--- src/rtl/pixel_shift_reg_pkg.sv ---
// Shared pipeline types for the LED serial-decode chain: decoder strobes,
// pixel-stage state encoding and sizing helpers.
package pipeline_types;

  localparam int PIXEL_BITS_DEFAULT = 24;

  typedef struct packed {
    logic decode_bit;
    logic valid;
    logic treset;
  } shift_reg_input_t;

  typedef enum logic [1:0] {
    IDLE    = 2'd0,
    COLLECT = 2'd1,
    FULL    = 2'd2
  } pixel_state_t;

  localparam pixel_state_t PIXEL_STATE_RESET = IDLE;

  // Counter must be able to hold the value BITS_PER_PIXEL itself.
  function automatic int pixel_cnt_w(input int bits);
    return $clog2(bits + 1);
  endfunction

endpackage

--- src/rtl/pixel_shift_reg_if.sv ---
// Bit-strobe link from the stage-2 decoder into the pixel shift register.
interface pixel_shift_reg_if;
  import pipeline_types::*;

  shift_reg_input_t sr;

  modport master (output sr);
  modport slave  (input  sr);

endinterface

--- src/rtl/pixel_shift_reg.sv ---
// Pixel assembler: collects MSB-first bits, latches on treset, handles surplus
// bits. Define PIXEL_FWD_EN to forward surplus bits instead of flagging overrun.
module pixel_shift_reg
  import pipeline_types::*;
#(
  parameter int BITS_PER_PIXEL = PIXEL_BITS_DEFAULT
) (
  input  logic                      clk,
  input  logic                      rst_n,
  pixel_shift_reg_if.slave          i_sr,
  output logic [BITS_PER_PIXEL-1:0] o_pixel,
  output logic                      o_pixel_update,
  output logic                      o_short_frame,
  output logic                      o_busy,
  output logic                      o_fwd_bit,
  output logic                      o_fwd_valid,
  output logic                      o_overrun
);

  localparam int               CNT_W = pixel_cnt_w(BITS_PER_PIXEL);
  localparam logic [CNT_W-1:0] CNT_N = CNT_W'(BITS_PER_PIXEL);

  pixel_state_t              r_state;
  logic [CNT_W-1:0]          r_cnt;
  logic [BITS_PER_PIXEL-1:0] r_shift;
  logic [BITS_PER_PIXEL-1:0] r_pixel;
  logic                      r_update;
  logic                      r_short;
  logic                      r_busy;

  pixel_state_t              w_state_nxt;
  logic [CNT_W-1:0]          w_cnt_nxt;
  logic [CNT_W-1:0]          w_cnt_inc;
  logic [BITS_PER_PIXEL-1:0] w_shift_nxt;
  logic [BITS_PER_PIXEL-1:0] w_pixel_nxt;
  logic                      w_update_nxt;
  logic                      w_short_nxt;
  logic                      w_surplus;
  logic                      w_valid;
  logic                      w_bit;
  logic                      w_treset;

  assign w_valid   = i_sr.sr.valid;
  assign w_bit     = i_sr.sr.decode_bit;
  assign w_treset  = i_sr.sr.treset;
  assign w_cnt_inc = (r_cnt == CNT_N) ? r_cnt : r_cnt + CNT_W'(1);

  // treset takes priority over valid in every state, so a colliding bit is dropped.
  always_comb begin
    w_state_nxt  = r_state;
    w_cnt_nxt    = r_cnt;
    w_shift_nxt  = r_shift;
    w_pixel_nxt  = r_pixel;
    w_update_nxt = 1'b0;
    w_short_nxt  = 1'b0;
    w_surplus    = 1'b0;
    case (r_state)
      IDLE: begin
        if (!w_treset && w_valid) begin
          w_shift_nxt = {r_shift[BITS_PER_PIXEL-2:0], w_bit};
          w_cnt_nxt   = w_cnt_inc;
          w_state_nxt = (w_cnt_inc == CNT_N) ? FULL : COLLECT;
        end
      end
      COLLECT: begin
        if (w_treset) begin
          w_state_nxt = IDLE;
          w_cnt_nxt   = '0;
          w_short_nxt = 1'b1;
        end else if (w_valid) begin
          w_shift_nxt = {r_shift[BITS_PER_PIXEL-2:0], w_bit};
          w_cnt_nxt   = w_cnt_inc;
          if (w_cnt_inc == CNT_N) begin
            w_state_nxt = FULL;
          end
        end
      end
      FULL: begin
        if (w_treset) begin
          w_state_nxt  = IDLE;
          w_cnt_nxt    = '0;
          w_pixel_nxt  = r_shift;
          w_update_nxt = 1'b1;
        end else if (w_valid) begin
          w_surplus = 1'b1;
        end
      end
      default: begin
        w_state_nxt = PIXEL_STATE_RESET;
        w_cnt_nxt   = '0;
      end
    endcase
  end

  always_ff @(posedge clk or negedge rst_n) begin
    if (!rst_n) begin
      r_state  <= PIXEL_STATE_RESET;
      r_cnt    <= '0;
      r_shift  <= '0;
      r_pixel  <= '0;
      r_update <= 1'b0;
      r_short  <= 1'b0;
      r_busy   <= 1'b0;
    end else begin
      r_state  <= w_state_nxt;
      r_cnt    <= w_cnt_nxt;
      r_shift  <= w_shift_nxt;
      r_pixel  <= w_pixel_nxt;
      r_update <= w_update_nxt;
      r_short  <= w_short_nxt;
      r_busy   <= (w_state_nxt != IDLE);
    end
  end

  assign o_pixel        = r_pixel;
  assign o_pixel_update = r_update;
  assign o_short_frame  = r_short;
  assign o_busy         = r_busy;

`ifdef PIXEL_FWD_EN
  logic r_fwd_bit;
  logic r_fwd_valid;

  // Surplus bits re-emerge one cycle later in the same strobe format.
  always_ff @(posedge clk or negedge rst_n) begin
    if (!rst_n) begin
      r_fwd_bit   <= 1'b0;
      r_fwd_valid <= 1'b0;
    end else begin
      r_fwd_valid <= w_surplus;
      r_fwd_bit   <= w_surplus & w_bit;
    end
  end

  assign o_fwd_bit   = r_fwd_bit;
  assign o_fwd_valid = r_fwd_valid;
  assign o_overrun   = 1'b0;
`else
  logic r_overrun;

  always_ff @(posedge clk or negedge rst_n) begin
    if (!rst_n) begin
      r_overrun <= 1'b0;
    end else if (w_treset) begin
      r_overrun <= 1'b0;
    end else if (w_surplus) begin
      r_overrun <= 1'b1;
    end
  end

  assign o_fwd_bit   = 1'b0;
  assign o_fwd_valid = 1'b0;
  assign o_overrun   = r_overrun;
`endif

endmodule

--- src/flat_wrapper.sv ---
// flat-port wrapper written by rule: the top's interface ports become plain ports
module pixel_shift_reg_flat import pipeline_types::*;
#(
  parameter int BITS_PER_PIXEL = PIXEL_BITS_DEFAULT
)
  (clk, rst_n, o_pixel, o_pixel_update, o_short_frame, o_busy, o_fwd_bit, o_fwd_valid, o_overrun, i_sr_sr);
  pixel_shift_reg_if i_sr_i ();
  input  logic clk;
  input  logic rst_n;
  output logic [BITS_PER_PIXEL-1:0] o_pixel;
  output logic o_pixel_update;
  output logic o_short_frame;
  output logic o_busy;
  output logic o_fwd_bit;
  output logic o_fwd_valid;
  output logic o_overrun;
  input wire logic [$bits(i_sr_i.sr)-1:0] i_sr_sr;
  assign i_sr_i.sr = i_sr_sr;
  pixel_shift_reg #(.BITS_PER_PIXEL(BITS_PER_PIXEL)) u_core (.clk(clk), .rst_n(rst_n), .i_sr(i_sr_i), .o_pixel(o_pixel), .o_pixel_update(o_pixel_update), .o_short_frame(o_short_frame), .o_busy(o_busy), .o_fwd_bit(o_fwd_bit), .o_fwd_valid(o_fwd_valid), .o_overrun(o_overrun));
endmodule
--- config.mk ---
export PLATFORM = sky130hd
export DESIGN_NAME = pixel_shift_reg_flat
export DESIGN_NICKNAME = d
export VERILOG_FILES = /design/src/rtl/pixel_shift_reg_pkg.sv /design/src/rtl/pixel_shift_reg_if.sv /design/src/rtl/pixel_shift_reg.sv /design/src/flat_wrapper.sv
export SDC_FILE = /design/constraint.sdc
export NUM_CORES = 1
export LEC_CHECK = 0
export CAP_MARGIN = 20
export CORE_MARGIN = 10
export CORE_UTILIZATION = 32
export CTS_CLUSTER_SIZE = 25
export DETAILED_ROUTE_END_ITERATION = 10
export GPL_TIMING_DRIVEN = 0
export PLACE_DENSITY = 0.61
export SLEW_MARGIN = 5
export SYNTH_ARGS = -nofsm -noshare
export SYNTH_HDL_FRONTEND = slang
export SYNTH_SLANG_ARGS = --single-unit
export TNS_END_PERCENT = 1
--- constraint.sdc ---
create_clock -name clk -period 3 [get_ports clk]
set_clock_uncertainty 0.15 [all_clocks]
set_input_delay 0.6 -clock clk [delete_from_list [all_inputs] [get_ports clk]]
set_output_delay 0.6 -clock clk [all_outputs]
set_load 0.01 [all_outputs]
==> flow_metrics.py <==
metrics = {
    "clocking": {
        "clk_pin_slew_ps": 70,
        "hold_buffers": 0,
        "postCtsSetupBuffers": 0,
        "numCtsBuffers": 9,
        "htreeDepth": 3,
        "clock_latency_ps": 330,
        "clockBufferDepth": 2,
        "cts_tree": "yes",
        "cts_resized": 0,
        "cts_sinks": 59,
        "clock-root-buffer": "clkbuf_8",
    },
    "layout": {
        "final_common_cell": "nand2_1",
        "finalNonFillerCells": 370,
        "syn_to_final_growth_pct": 26.7,
        "drive_gt1_share_pct": 16.0,
        "diodes": 0,
        "final_cell_mix": "75 x nand2_1, 59 x dfrtp_1, 30 x clkdlybuf4s50_1, 19 x mux2_1, 11 x clkbuf_8",
        "utilization_pct": 41.4,
        "fin_nets": 270,
        "fin_area_sq_um": 3170,
    },
    "timing": {
        "tightestPinTransition_ps": 741,
        "fin_setup_tns_ps": 0,
        "setup_viol": 0,
        "maxSlewViolCount": 0,
        "fin_crit_sh_pct": 68.1,
        "rsz0062_at_grt": "no",
        "relSlewSlack_pct": 50.6,
        "hold_viol": 0,
        "max_freq_mhz": 490,
        "layout_min_cycle_time_ps": 2040,
    },
    "synthesis": {
        "ys.flop_type": "dfrtp_1",
        "yosysSeqAreaShare_pct": 59.0,
        "synth_fa_ha_area_share_pct": 1.00,
        "synth_edf_count": 0,
        "ys_seq_elements": 59,
        "async_flop_share_pct": 100,
        "yosys.area_share.simple_pct": 17.2,
        "synth-compound-area-share_pct": 6.40,
        "yosys_warnings": 0,
        "synth_xor_area_share_pct": 1.05,
        "syn_area_sq_um": 2500,
        "synth_top_family_by_area": "simple AND/OR/NAND/NOR gates",
        "synthCells": 220,
        "synth.distinct_cells": 38,
        "syn_area_per_cell_sq_um": 11.4,
        "synthMuxAreaShare_pct": 10.8,
    },
    "placed_design": {
        "place_hpwl_um": 3100,
        "placed_area_sq_um": 2940,
        "port_buffers": 31,
        "placed_cells": 354,
        "place_congestion": 0.783,
    },
    "job": {
        "cap_viol_max_count": 0,
    },
    "drt": {
        "drc": 0,
        "drtAntennaViolNets": 0,
        "vias_per_cell": 4.34,
        "routed_wirelength_um": 4640,
        "drtIter0Drc": 62,
        "via_count": 1607,
        "firstDrtPassIters": 6,
        "wl_per_cell_um": 12.5,
    },
    "die": {
        "core_sq_um": 7650,
        "die-width_um": 108,
        "start_util_pct": 32.7,
        "num_rows": 32,
        "die_h_um": 108,
        "dieArea_sq_um": 11800,
        "boundaryPins": 35,
    },
    "critical_path": {
        "cp-end-kind": "flip-flop",
        "startpoint_type": "input port",
        "r2r_end": "u_core.r_state[1]$_DFF_PN0_",
        "r2r_slack_ps": 1040,
        "rr_worst_depth": 5,
        "crit_path_end": "u_core.r_shift[19]$_DFFE_PN0P_",
        "reg2reg_from": "u_core.r_cnt[0]$_DFFE_PN0P_",
        "critPathKind": "input port to flip-flop",
        "startpoint": "i_sr_sr[1]",
        "arrival_ps": 2110,
        "timing.critical_path.required_ps": 3070,
        "crit_fanout": 10,
    },
    "global_routing": {
        "grt_pass1_vias": 1670,
        "grt_pass1_wl_um": 8250,
        "overflow": 0,
        "grtUsageTotal_pct": 8.83,
        "grt_max_degree": 60,
        "antenna_found_initial": 0,
    },
    "run_status": {
        "outcome": "completed",
    },
    "power_and_ir_drop": {
        "power.total_w": 0.00184,
        "vdd_drop_max_mv": 0.280,
        "power.density_nw_per_um2": 579,
        "leakagePower_nw": 1.60,
    },
    "hold_path": {
        "hold_class": "input port to async pin",
    },
}
==> registers in the layout, indices dropped and copies added, names as in the netlist <==
signal                 cells
u_core.o_overrun           1
u_core.o_short_frame       1
u_core.r_cnt               5
u_core.r_state             2
u_core.o_pixel            24
u_core.r_shift            24
u_core.o_pixel_update      1
u_core.o_busy              1
==> stage by stage <==
stage	worst slack, ps	hold slack (ps)
floorplan	1230	154
global placement	-731	304
detailed placement	628	315
CTS	952	203
global route	820	242
finish	958	170
==> worst max-delay path: stages <==
cell and delay (ps):
clkdlybuf4s50_1 610, or3b_1 360, buf_2 190, buf_2 210
nand2_1 90, nand2_1 50
==> routing by layer <==
layer  track usage [%]  vias to the layer above  share of wire (%)
met5                 0                        -                  0
met4              5.08                        0                1.2
met3              3.51                        6                7.3
met2              12.6                       28                 45
met1              11.1                      763                 46
li1                  -                      810                  -
==> cells in the mapped netlist (2+ instances only) <==
cell type	n	area, sq um
o21ai_1	4	20.0
ha_1	2	25.0
buf_4	3	22.5
mux2_2	5	56.3
nand4_1	2	12.5
buf_6	3	33.8
a22o_1	2	17.5
a31oi_1	2	12.5
nor2_1	4	15.0
dfrtp_1	59	1480
nand2_1	75	282
xnor2_1	2	17.5
inv_1	5	18.8
buf_2	7	35.0
o21ai_0	4	20.0
mux2_1	19	214
==> how the worst min path moves through the flow <==
| stage | cells past startpoint | to |
|---|---|---|
| 2_1_floorplan | 0 | u_core.o_busy$_DFF_PN0_ |
| 3_3_place_gp | 2 | u_core.r_shift[23]$_DFFE_PN0P_ |
| 3_5_place_dp | 2 | u_core.r_shift[23]$_DFFE_PN0P_ |
| 4_1_cts | 1 | u_core.o_short_frame$_DFF_PN0_ |
| 5_1_grt | 1 | u_core.o_short_frame$_DFF_PN0_ |
| 6_report | 1 | u_core.o_short_frame$_DFF_PN0_ |
==> where the power goes <==
group	leakage, nW	internal, W	total, W	switching [W]
Combinational	0.677	0.0000522	0.000131	0.0000787
Clock	0.113	0.000512	0.000815	0.000303
Sequential	0.810	0.000847	0.000890	0.0000428
==> final cells by class <==
cell class,count,area [sq um]
plain buffers,13,91.3
clock buffers,12,155
clock inverters,4,72.6
fillers,735,4480
inverters,5,18.8
multi-input cells,144,918
flip-flops and latches,59,1480
well taps,102,128
repair buffers,31,308
==> cell families after synthesis <==
| logic type | after synthesis |
|---|---|
| buffers and inverters | 18 |
| flip-flops | 59 |
| XOR/XNOR | 3 |
| AO/OA/AOI/OAI | 19 |
| other | 1 |
| multiplexers | 24 |
| adder cells (fa/ha/maj) | 2 |
| AND/OR/NAND/NOR | 94 |
Note: power is estimated with default switching activity, not from simulation.
